### src/rtl/ip_hdr_stream_insert.sv
// ip_hdr_stream_insert
//   Prepends a checksummed 20-byte IPv4 header to a payload stream. The output
//   is one contiguous MSB-first byte stream, realigned across bus beats, and
//   feeds the Ethernet/MAC framing stage. A per-packet timestamp travels with
//   every output beat.
//
// Ports
//   clk, rst                   clock, asynchronous active-low reset
//   src_insert_hdr_val/...     header + timestamp input (valid/ready)
//   insert_src_hdr_rdy         header accepted
//   src_insert_data_*          payload beats, byte 0 at MSB, padbytes on last
//   insert_src_data_rdy        payload beat accepted
//   insert_dst_data_*          realigned output beats (valid/ready)
//   insert_dst_timestamp       packet timestamp, constant for a whole packet
//   dst_insert_data_rdy        downstream ready
//   dbg_state_o                current FSM state (IDLE/ZERO/STREAM/DRAIN)
//
// Handshake: a transfer happens on a clock edge where valid && ready are both
// high. Valid never depends on ready; ready may depend on valid-free state.

package ip_hdr_stream_insert_pkg;

  typedef struct packed {
    logic [3:0]  version;
    logic [3:0]  ihl;
    logic [7:0]  tos;
    logic [15:0] tot_len;
    logic [15:0] id;
    logic [2:0]  flags;
    logic [12:0] frag_off;
    logic [7:0]  ttl;
    logic [7:0]  protocol;
    logic [15:0] checksum;
    logic [31:0] src_addr;
    logic [31:0] dst_addr;
  } ip_pkt_hdr;

  typedef struct packed {
    logic [31:0] sec;
    logic [31:0] nsec;
  } tracker_stats_struct;

endpackage

module ip_hdr_stream_insert
  import ip_hdr_stream_insert_pkg::*;
#(
  parameter int DATA_W     = 256,
  parameter int DATA_BYTES = DATA_W / 8,
  parameter int PAD_W      = $clog2(DATA_BYTES)
) (
  input  logic                clk,
  input  logic                rst,
  input  logic                src_insert_hdr_val,
  input  ip_pkt_hdr           src_insert_ip_hdr,
  input  tracker_stats_struct src_insert_timestamp,
  output logic                insert_src_hdr_rdy,
  input  logic                src_insert_data_val,
  input  logic [DATA_W-1:0]   src_insert_data,
  input  logic                src_insert_data_last,
  input  logic [PAD_W-1:0]    src_insert_data_padbytes,
  output logic                insert_src_data_rdy,
  output logic                insert_dst_data_val,
  output logic [DATA_W-1:0]   insert_dst_data,
  output logic                insert_dst_data_last,
  output logic [PAD_W-1:0]    insert_dst_data_padbytes,
  output tracker_stats_struct insert_dst_timestamp,
  input  logic                dst_insert_data_rdy,
  output logic [1:0]          dbg_state_o
);

  localparam int HDR_BYTES = 20;
  localparam int HDR_W     = HDR_BYTES * 8;
  localparam int C_BYTES   = DATA_BYTES - HDR_BYTES;
  localparam int C_W       = C_BYTES * 8;
  localparam int CNT_W     = PAD_W + 1;

  localparam logic [CNT_W-1:0] DB_L     = CNT_W'(DATA_BYTES);
  localparam logic [CNT_W-1:0] C_L      = CNT_W'(C_BYTES);
  localparam logic [CNT_W-1:0] HDR_L    = CNT_W'(HDR_BYTES);
  localparam logic [15:0]      ZERO_LEN = 16'(HDR_BYTES);

  typedef enum logic [1:0] {
    S_IDLE   = 2'd0,
    S_ZERO   = 2'd1,
    S_STREAM = 2'd2,
    S_DRAIN  = 2'd3
  } state_e;

  state_e              state_q, state_d;
  logic                run_q;
  logic [HDR_W-1:0]    carry_q;
  tracker_stats_struct ts_q;
  logic [CNT_W-1:0]    drain_q;

  logic                out_val_q;
  logic [DATA_W-1:0]   out_data_q, out_data_d;
  logic                out_last_q, out_last_d;
  logic [PAD_W-1:0]    out_pad_q, out_pad_d;
  tracker_stats_struct out_ts_q;
  logic                out_load;

  logic                ld_ok;
  logic                hdr_rdy, data_rdy;
  logic                hdr_fire, data_fire;
  logic [CNT_W-1:0]    beat_v;
  logic                beat_big;

  // Mask that keeps the top n bytes of a beat and clears the rest.
  function automatic logic [DATA_W-1:0] keep_top(input logic [CNT_W-1:0] n);
    logic [CNT_W+2:0] sh;
    sh = {n, 3'b000};
    return ~({DATA_W{1'b1}} >> sh);
  endfunction

  // out_reg may take a new beat when empty or when it drains this cycle.
  assign ld_ok     = !out_val_q || dst_insert_data_rdy;
  assign hdr_fire  = src_insert_hdr_val && hdr_rdy;
  assign data_fire = src_insert_data_val && data_rdy;

  // Valid bytes of the current input beat.
  assign beat_v   = src_insert_data_last ? (DB_L - {1'b0, src_insert_data_padbytes}) : DB_L;
  // Last beat whose bytes do not all fit behind the carried 20 bytes.
  assign beat_big = src_insert_data_last && (beat_v > C_L);

  // State register
  always_ff @(posedge clk or negedge rst) begin
    if (!rst) state_q <= S_IDLE;
    else      state_q <= state_d;
  end

  // Next-state logic
  always_comb begin
    state_d = state_q;
    case (state_q)
      S_IDLE: begin
        if (hdr_fire) begin
          state_d = (src_insert_ip_hdr.tot_len == ZERO_LEN) ? S_ZERO : S_STREAM;
        end
      end
      S_ZERO: begin
        if (ld_ok) state_d = S_IDLE;
      end
      S_STREAM: begin
        if (data_fire && src_insert_data_last) begin
          state_d = beat_big ? S_DRAIN : S_IDLE;
        end
      end
      S_DRAIN: begin
        if (ld_ok) state_d = S_IDLE;
      end
      default: state_d = S_IDLE;
    endcase
  end

  // Output logic: source readies and the next out_reg contents
  always_comb begin
    hdr_rdy    = 1'b0;
    data_rdy   = 1'b0;
    out_load   = 1'b0;
    out_data_d = '0;
    out_last_d = 1'b0;
    out_pad_d  = '0;
    case (state_q)
      S_IDLE: begin
        // run_q keeps the header ready low until the first edge after reset.
        hdr_rdy = run_q && ld_ok;
      end
      S_ZERO: begin
        out_load   = ld_ok;
        out_data_d = {carry_q, {C_W{1'b0}}};
        out_last_d = 1'b1;
        out_pad_d  = C_L[PAD_W-1:0];
      end
      S_STREAM: begin
        data_rdy   = ld_ok;
        out_load   = data_fire;
        out_data_d = {carry_q, src_insert_data[DATA_W-1 -: C_W]};
        if (src_insert_data_last && !beat_big) begin
          // Packet ends in this beat: clear the bytes beyond header + V.
          out_data_d = out_data_d & keep_top(HDR_L + beat_v);
          out_last_d = 1'b1;
          out_pad_d  = PAD_W'(C_L - beat_v);
        end
      end
      S_DRAIN: begin
        out_load   = ld_ok;
        out_data_d = {carry_q, {C_W{1'b0}}} & keep_top(drain_q);
        out_last_d = 1'b1;
        out_pad_d  = PAD_W'(DB_L - drain_q);
      end
      default: ;
    endcase
  end

  // Carry, timestamp and output register
  always_ff @(posedge clk or negedge rst) begin
    if (!rst) begin
      run_q      <= 1'b0;
      carry_q    <= '0;
      ts_q       <= '0;
      drain_q    <= '0;
      out_val_q  <= 1'b0;
      out_data_q <= '0;
      out_last_q <= 1'b0;
      out_pad_q  <= '0;
      out_ts_q   <= '0;
    end else begin
      run_q <= 1'b1;
      if (hdr_fire) begin
        carry_q <= src_insert_ip_hdr;
        ts_q    <= src_insert_timestamp;
      end else if (data_fire) begin
        // The low 20 bytes ride into the next output beat.
        carry_q <= src_insert_data[HDR_W-1:0];
        drain_q <= beat_v - C_L;
      end
      if (out_load) begin
        out_val_q  <= 1'b1;
        out_data_q <= out_data_d;
        out_last_q <= out_last_d;
        out_pad_q  <= out_pad_d;
        out_ts_q   <= ts_q;
      end else if (dst_insert_data_rdy) begin
        out_val_q <= 1'b0;
      end
    end
  end

  assign insert_src_hdr_rdy       = hdr_rdy;
  assign insert_src_data_rdy      = data_rdy;
  assign insert_dst_data_val      = out_val_q;
  assign insert_dst_data          = out_data_q;
  assign insert_dst_data_last     = out_last_q;
  assign insert_dst_data_padbytes = out_pad_q;
  assign insert_dst_timestamp     = out_ts_q;
  assign dbg_state_o              = state_q;

endmodule

### config.mk
export PLATFORM = sky130hd
export DESIGN_NAME = ip_hdr_stream_insert
export DESIGN_NICKNAME = d
export VERILOG_FILES = /design/src/rtl/ip_hdr_stream_insert.sv
export SDC_FILE = /design/constraint.sdc
export NUM_CORES = 1
export LEC_CHECK = 0
export BUFFER_PORTS_ARGS = -buffer_cell sky130_fd_sc_hd__buf_4
export CORE_AREA = 5 5 320 322
export DETAILED_ROUTE_END_ITERATION = 7
export DIE_AREA = 0 0 325 327
export RECOVER_POWER = 100
export SYNTH_ARGS = -nofsm -noshare
export SYNTH_HDL_FRONTEND = slang
export SYNTH_SLANG_ARGS = --single-unit
### constraint.sdc
create_clock -name clk -period 2.1 [get_ports clk]
set_input_delay 0.42 -clock clk [delete_from_list [all_inputs] [get_ports clk]]
set_output_delay 0.42 -clock clk [all_outputs]
set_load 0.03 [all_outputs]
# --- Word level (Yosys, flattened, before mapping) ---
# Cells that the tools add are included.
op_classes:
  eq_ne: 7
  addsub: 5
  n_reduce_logical: 15
  bitwise_logic: 5
  order_cmp: 1
  div_mod_pow: 0
  multipliers: 0
  n_shift: 2
  mux: 20
ops:
  columns: ["cell", "n"]
  rows:
  - ["256-bit case mux with 3 select lines", 1]
  - ["256-bit AND", 2]
  - ["256-bit NOT", 2]
  - ["256-bit by 9-bit >> shifter with 256-bit output, first input constant", 2]
  - ["160-bit 2-to-1 mux", 2]
  - ["256-bit 2-to-1 mux", 1]
  - ["16-bit by 5-bit == test with 1-bit output, second input constant", 1]
  - ["5-bit case mux with 3 select lines", 1]
  - ["2-bit 2-to-1 mux", 5]
  - ["5-bit by 6-bit adder with 6-bit output, first input constant", 1]
  - ["6-bit by 4-bit greater-than comparator with 1-bit output, second input constant", 1]
  - ["1-bit logical AND", 6]
  - ["6-bit 2-to-1 mux", 1]
  - ["2-bit case mux with 3 select lines", 1]
  - ["6-bit by 4-bit subtractor with 6-bit output, second input constant", 1]
  - ["6-bit by 5-bit subtractor with 6-bit output, first input constant", 1]
  - ["1-bit 2-to-1 mux", 5]
  - ["5-bit 2-to-1 mux", 1]
  - ["1-bit by 5-bit subtractor with 5-bit output, first input constant", 1]
  - ["4-bit by 5-bit subtractor with 5-bit output, first input constant", 1]
  - ["2-bit == test, second input constant", 2]
  - ["2-bit inequality test, second input constant", 2]
  - ["1-bit case mux with 2 select lines", 2]
  - ["2-bit nonzero test", 2]
  - ["9 further kinds", 10]
word_totals:
  latch_bits: 0
  romBits: 0
  ramBits: 0
  input_bits: 491
  mem_count: 0
  word_cells: 67
  reg_bits: 560
  output_inout_bits: 331

# --- Logic depth before layout (Yosys ltp) ---
logic_depth:
  ltp_word: 8
  depth_mapped: 15
  mapped_depth_nobuf: 11

# --- Worst setup path before layout ---
# No wires, ideal clock.
synth_path:
  path_type: "input to register"
  startpoint: "in src_insert_data_padbytes[0]"
  endpoint: "reg out_data_q[232], in the netlist insert_dst_data[232]"
  setup_time_ps: 126
  arrival_ps: 2787
  slack_ps: -813
  path_buffers: 3
  cell_stages: 12
  path_cell_list: "buf_2 inv_1 ha_1 buf_2 xnor2_1 nand2_1 ha_1 clkbuf_1 nand3_1 a21oi_4 a21oi_2 a221o_1"
synth_between:
  elab_chain_cells: 8
  word_cells_on_any_way: 12
synth_lines:
  columns: ["item", "line_no", "text"]
  rows:
  - ["start, declared", "61", "input logic [PAD_W-1:0] src_insert_data_padbytes,"]
  - ["6-bit by 5-bit subtractor with 6-bit output (*)", "122", "assign beat_v = src_insert_data_last ? (DB_L - {1'b0, src_insert_data_padbytes}) : DB_L;"]
  - ["6-bit 2-to-1 mux (*)", "122", null]
  - ["5-bit by 6-bit adder with 6-bit output or 6-bit by 4-bit greater-than comparator with 1-bit output (tied branches)", "181, 124", null]
  - ["256-bit by 9-bit >> shifter with 256-bit output or 1-bit logical AND (tied branches)", "113, 124", null]
  - ["256-bit NOT or 1-bit zero test (tied branches)", "113, 179", null]
  - ["256-bit AND or 1-bit logical AND (tied branches)", "181, 179", null]
  - ["256-bit 2-to-1 mux (*)", "179", "if (src_insert_data_last && !beat_big) begin"]
  - ["256-bit case mux with 3 select lines (*)", "164", "case (state_q)"]
  - ["end signal, assigned", "220", "out_data_q <= out_data_d;"]
  - ["end, declared", "97", "logic [DATA_W-1:0] out_data_q, out_data_d;"]
# Every way passes the cells marked *; elsewhere a longest branch is shown, timed or not.
# A chain may end at the register's enable or synchronous reset.

# --- Worst setup path after layout ---
layout_path:
  startpoint: "reg state_q[1], in the netlist dbg_state_o[1]"
  endpoint: "out insert_src_hdr_rdy"
layout_between:
  elab_chain_cells: 2
layout_lines:
  columns: ["item", "line_no", "text"]
  rows:
  - ["start, declared", "90", "state_e state_q, state_d;"]
  - ["start signal, assigned", "129", "else state_q <= state_d;"]
  - ["2-bit zero test", "164", null]
  - ["1-bit 2-to-1 mux", "164", null]
  - ["end, declared", "57", "output logic insert_src_hdr_rdy,"]
# No other way between the ends.

==> reports/metrics.csv <==
stage,metric,value,unit
critical_path,Setup CP Type,flop to output pin,
die,die height,327,µm
clock_network,CTS tree,done,
finish,layout cells sized above 1,27.2,%
timing,Final setup violation count,233,
critical_path,Reg2Reg Depth,6,
critical_path,crit path DAT,1.81,ns
run,Max-Cap Viols,0,
hold_path,Hold Path Depth,3,
critical_path,buffers plus inverters on the worst setup path,3,
timing,RSZ-0062 raised after global routing,yes,
drt,WL final,97.0,mm
pwr,Logic pwr share,44.5,%
pwr,Flop pwr share,34.3,%
pwr,P_int,30.9,mW
die,core footprint,0.0993,mm²
pwr,Leakage Power,17.2,nW
yosys,Syn Area/Cell,10.7,µm²
yosys,Post-Syn Area,0.0231,mm²
timing,period utilization,106,%
critical_path,Crit path max-delay family,buffers and inverters,
hold_path,Hold Crit Endpoint,carry_q[138]$_DFFE_PN0P_,
critical_path,Critical Path End Type,output pin,
timing,Hold Fails Final Rpt,0,
critical_path,reg2reg start,dbg_state_o[0]$_DFFE_PN0P_,
die,top-level port count,822,
timing,slew margin rel.,36.9,%
drt,Iter 0 DRT Violations,1488,
grt,Total Routing Usage GR,17.5,%
yosys,Yosys warnings,0,
placed_design,GPL Wtd Cong,0.861,
clock_network,Clock Tree Root,clkbuf_16,
critical_path,CP cell instances,buf_12 -> nand2b_4 -> buf_6 -> nor3_4 -> buf_6,
critical_path,"Max FO, Critical Path",6,
grt,gr ovfl total,0,
finish,"Cell Count, Final, Fillers Out",4779,
critical_path,CP startpoint kind,flop,
yosys,Syn Inst Count,2160,
hold_path,worst hold-check path type,input pin to flop,
grt,wire length of the first global-routing pass,143,mm
placed_design,PortBufs,821,
finish,fillers,10000,
pwr,Switching Fraction,43.1,%
yosys,top_reg_cell synth,dfrtp_1,
placed_design,DPL Wire Length,70.7,mm
drt,number of routed nets with antenna violations,0,
clock_network,worst-skew pair later-pin latency,0.63,ns
status,status,"complete, but fails checks",
clock_network,clk buf depth,3,
critical_path,cell mode on critical path,buf_6,
timing,clk_skew,0.0325,ns
timing,Worst-Margin Slew,0.946,ns
pwr,net switching power,23.4,mW
die,Core Rows,116,
clock_network,TritonCTS Buffers,66,
critical_path,FF-to-FF setup slack,-0.10,ns
drt,via count,21700,
drt,vias per cell,4.54,
drt,Routed wire per std cell,20.3,µm
status,failing checks,setup timing,
yosys,asr flop ratio synth,100,%
finish,# nets final,3930,
yosys,"Seq/Total Area, Yosys",60.7,%
critical_path,CP Data Required Time,1.68,ns
drt,DR pass1 iterations,5,
pwr,VDD IR-drop max,0.631,mV
hold_path,Hold Path Origin,src_insert_data[138],
timing,Fmax,0.449,GHz
timing,max-slew violations,0,
pwr,Clk pwr share,21.2,%
grt,antenna violations before repair,5,
grt,vias in the first global route,22500,
die,Die Width,325,µm
yosys,Post-synth EDFFs,0,
clock_network,CTS Sinks,560,
clock_network,H-tree Lvls,3,
critical_path,RR Endpoint,insert_dst_data[35]$_DFFE_PN0P_,
die,Die Area,0.106,mm²
drt,DRC Markers,0,
yosys,Syn Nets,2663,
placed_design,number of cells after detailed placement,4344,
timing,fin crit period,2.23,ns
grt,largest net degree at the start of global routing,59,
placed_design,post-place setup slack,-0.718,ns
critical_path,Crit path largest cell delay,0.41,ns
pwr,PwrDens,1480,mW/mm²
yosys,"FF+latch count, synth",560,
timing,setup ws final,-0.125,ns
finish,Area Growth Syn to Fin,58.3,%
die,Initial Utilization,23.3,%
clock_network,clk slew on worst S/H paths,0.06,ns
critical_path,"slowest stage cell, crit path",dfrtp_1,
yosys,Synth cell types,74,
## worst register-to-register path, stage by stage (launching register included)
cell	delay (ns)
dfrtp_1	0.51
nand2b_1	0.27
nor2_4	0.16
nand2_1	0.23
buf_2	0.36
a21oi_4	0.39
a22o_1	0.21
## registers in the layout (all words and copies together) (netlist names)
register	flops
ts_q	64
insert_dst_timestamp	64
insert_dst_data_last	1
dbg_state_o	2
carry_q	160
drain_q	6
run_q	1
insert_dst_data_val	1
insert_dst_data_padbytes	5
insert_dst_data	256
## routing by layer
layer | vias to the layer above | global-route usage, % | part of all wire, %
li1 | 10100 | - | -
met1 | 10600 | 21.7 | 42
met2 | 784 | 29.2 | 48
met3 | 184 | 4.68 | 6.5
met4 | 4 | 6.82 | 4.0
met5 | - | 0 | 0.028
## layout by cell type, fill, tap and decap left out, types with 4 or more instances in the layout
| master | n |
|---|---|
| nand2_1 | 695 |
| buf_4 | 612 |
| dfrtp_1 | 560 |
| clkbuf_1 | 356 |
| dlygate4sd3_1 | 296 |
| a22oi_1 | 184 |
| a22o_1 | 136 |
| clkbuf_16 | 70 |
| mux2_2 | 64 |
| a21oi_1 | 51 |
| nor2_1 | 48 |
| buf_12 | 36 |
| o21ai_0 | 34 |
| o21ai_1 | 31 |
| clkbuf_2 | 22 |
| nor3_1 | 18 |
| and3_1 | 17 |
| a221o_1 | 16 |
| a21oi_4 | 14 |
| clkbuf_8 | 14 |
| inv_1 | 13 |
| clkinv_2 | 13 |
| nand2b_1 | 10 |
| clkbuf_4 | 10 |
| buf_6 | 9 |
| ha_1 | 8 |
| nor2_4 | 5 |
| nor4_1 | 4 |
| a21oi_2 | 4 |
| nor2b_1 | 4 |
| clkinvlp_4 | 4 |
| buf_2 | 4 |
## worst max path at each step
stage / cells past startpoint / start / end / slack, ns
final: 5 / dbg_state_o[1]$_DFFE_PN0P_ / insert_src_hdr_rdy / -0.13
after global routing: 5 / dbg_state_o[1]$_DFFE_PN0P_ / insert_src_hdr_rdy / -0.23
after CTS: 5 / dbg_state_o[1]$_DFFE_PN0P_ / insert_src_hdr_rdy / -0.21
after detailed placement: 10 / src_insert_data_padbytes[0] / insert_dst_data[5]$_DFFE_PN0P_ / -0.72
after global placement: 10 / src_insert_data_padbytes[0] / insert_dst_data[6]$_DFFE_PN0P_ / -0.72
after floorplan: 9 / src_insert_data_padbytes[0] / insert_dst_data[232]$_DFFE_PN0P_ / -0.43
## Yosys cell counts, types with 6 or more instances
cell	n	share of area (%)
ha_1	12	0.65
and3_1	19	0.51
mux2_2	64	3.1
a21oi_1	55	1.2
dfrtp_1	560	61
a22oi_1	184	6.0
buf_2	51	1.1
a22o_1	136	5.2
clkbuf_1	76	1.2
a21oi_4	10	0.70
nand2b_1	12	0.33
buf_1	11	0.18
nor3_1	19	0.41
o21ai_0	66	1.4
inv_1	14	0.23
nor2b_1	6	0.16
nor2_1	54	0.88
a221o_1	16	0.69
nand2_1	695	11
## cell type report
type | count | area (µm²) | area share [%]
repair buffers | 1340 | 10100 | 27.5
clock buffers | 95 | 1940 | 5.32
well taps | 1298 | 1620 | 4.44
clock inverters | 25 | 234 | 0.640
multi-input cells | 1445 | 8630 | 23.6
flip-flops and latches | 560 | 14000 | 38.3
inverters | 14 | 52.6 | 0.144
diodes | 2 | 5.00 | 0.0137
## kinds of logic after synthesis
| family | after synthesis | share of synthesized area (%) |
|---|---|---|
| xor gates and xnor gates | 7 | 0.265 |
| DFF | 560 | 60.7 |
| other | 1 | 0.0162 |
| and+or+nand+nor | 837 | 14.6 |
| adders and majority gates | 12 | 0.650 |
| buffers and inverters | 155 | 2.88 |
| muxes | 66 | 3.22 |
| AOI/OAI and AO/OA | 522 | 17.7 |
## power by group through the flow
stage / registers, mW / clock network [mW] / logic [mW]
finish: 18.6 / 11.5 / 24.2
CTS: 18.7 / 11.9 / 26.5
global placement: 18.7 / 0 / 25.5
global route: 19.2 / 12.3 / 26.2
floorplan: 23.0 / 0 / 9.38
detailed placement: 18.8 / 0 / 25.9
## what timing repair did
item | in CTS | in global routing
hold buffers | 296 | 0
endpoints found under the hold margin | 263 | 0
buffers inserted | 2 | 13
cloned | 1 | 1
gates resized for setup | 13 | 26
endpoints found under the setup margin | 44 | 251
pin swaps | 1 | 11
## through the flow
step | total power, mW | hold WS (ns) | TNS, ns | instance area (µm²) | util, %
after floorplan | 32.4 | 0.124 | -93.93 | 23200 | -
after global placement | 44.2 | 0.440 | -142.69 | 32600 | 32.9
after detailed placement | 44.7 | 0.445 | -146.04 | 32600 | 32.9
after CTS | 57.1 | 0.000193 | -0.636 | 37900 | 38.1
after global routing | 57.7 | 0.0150 | -47.01 | 36600 | 36.8
final | 54.3 | 0.0488 | -7.85 | 36600 | 36.8
(Power assumes the default switching activity.)
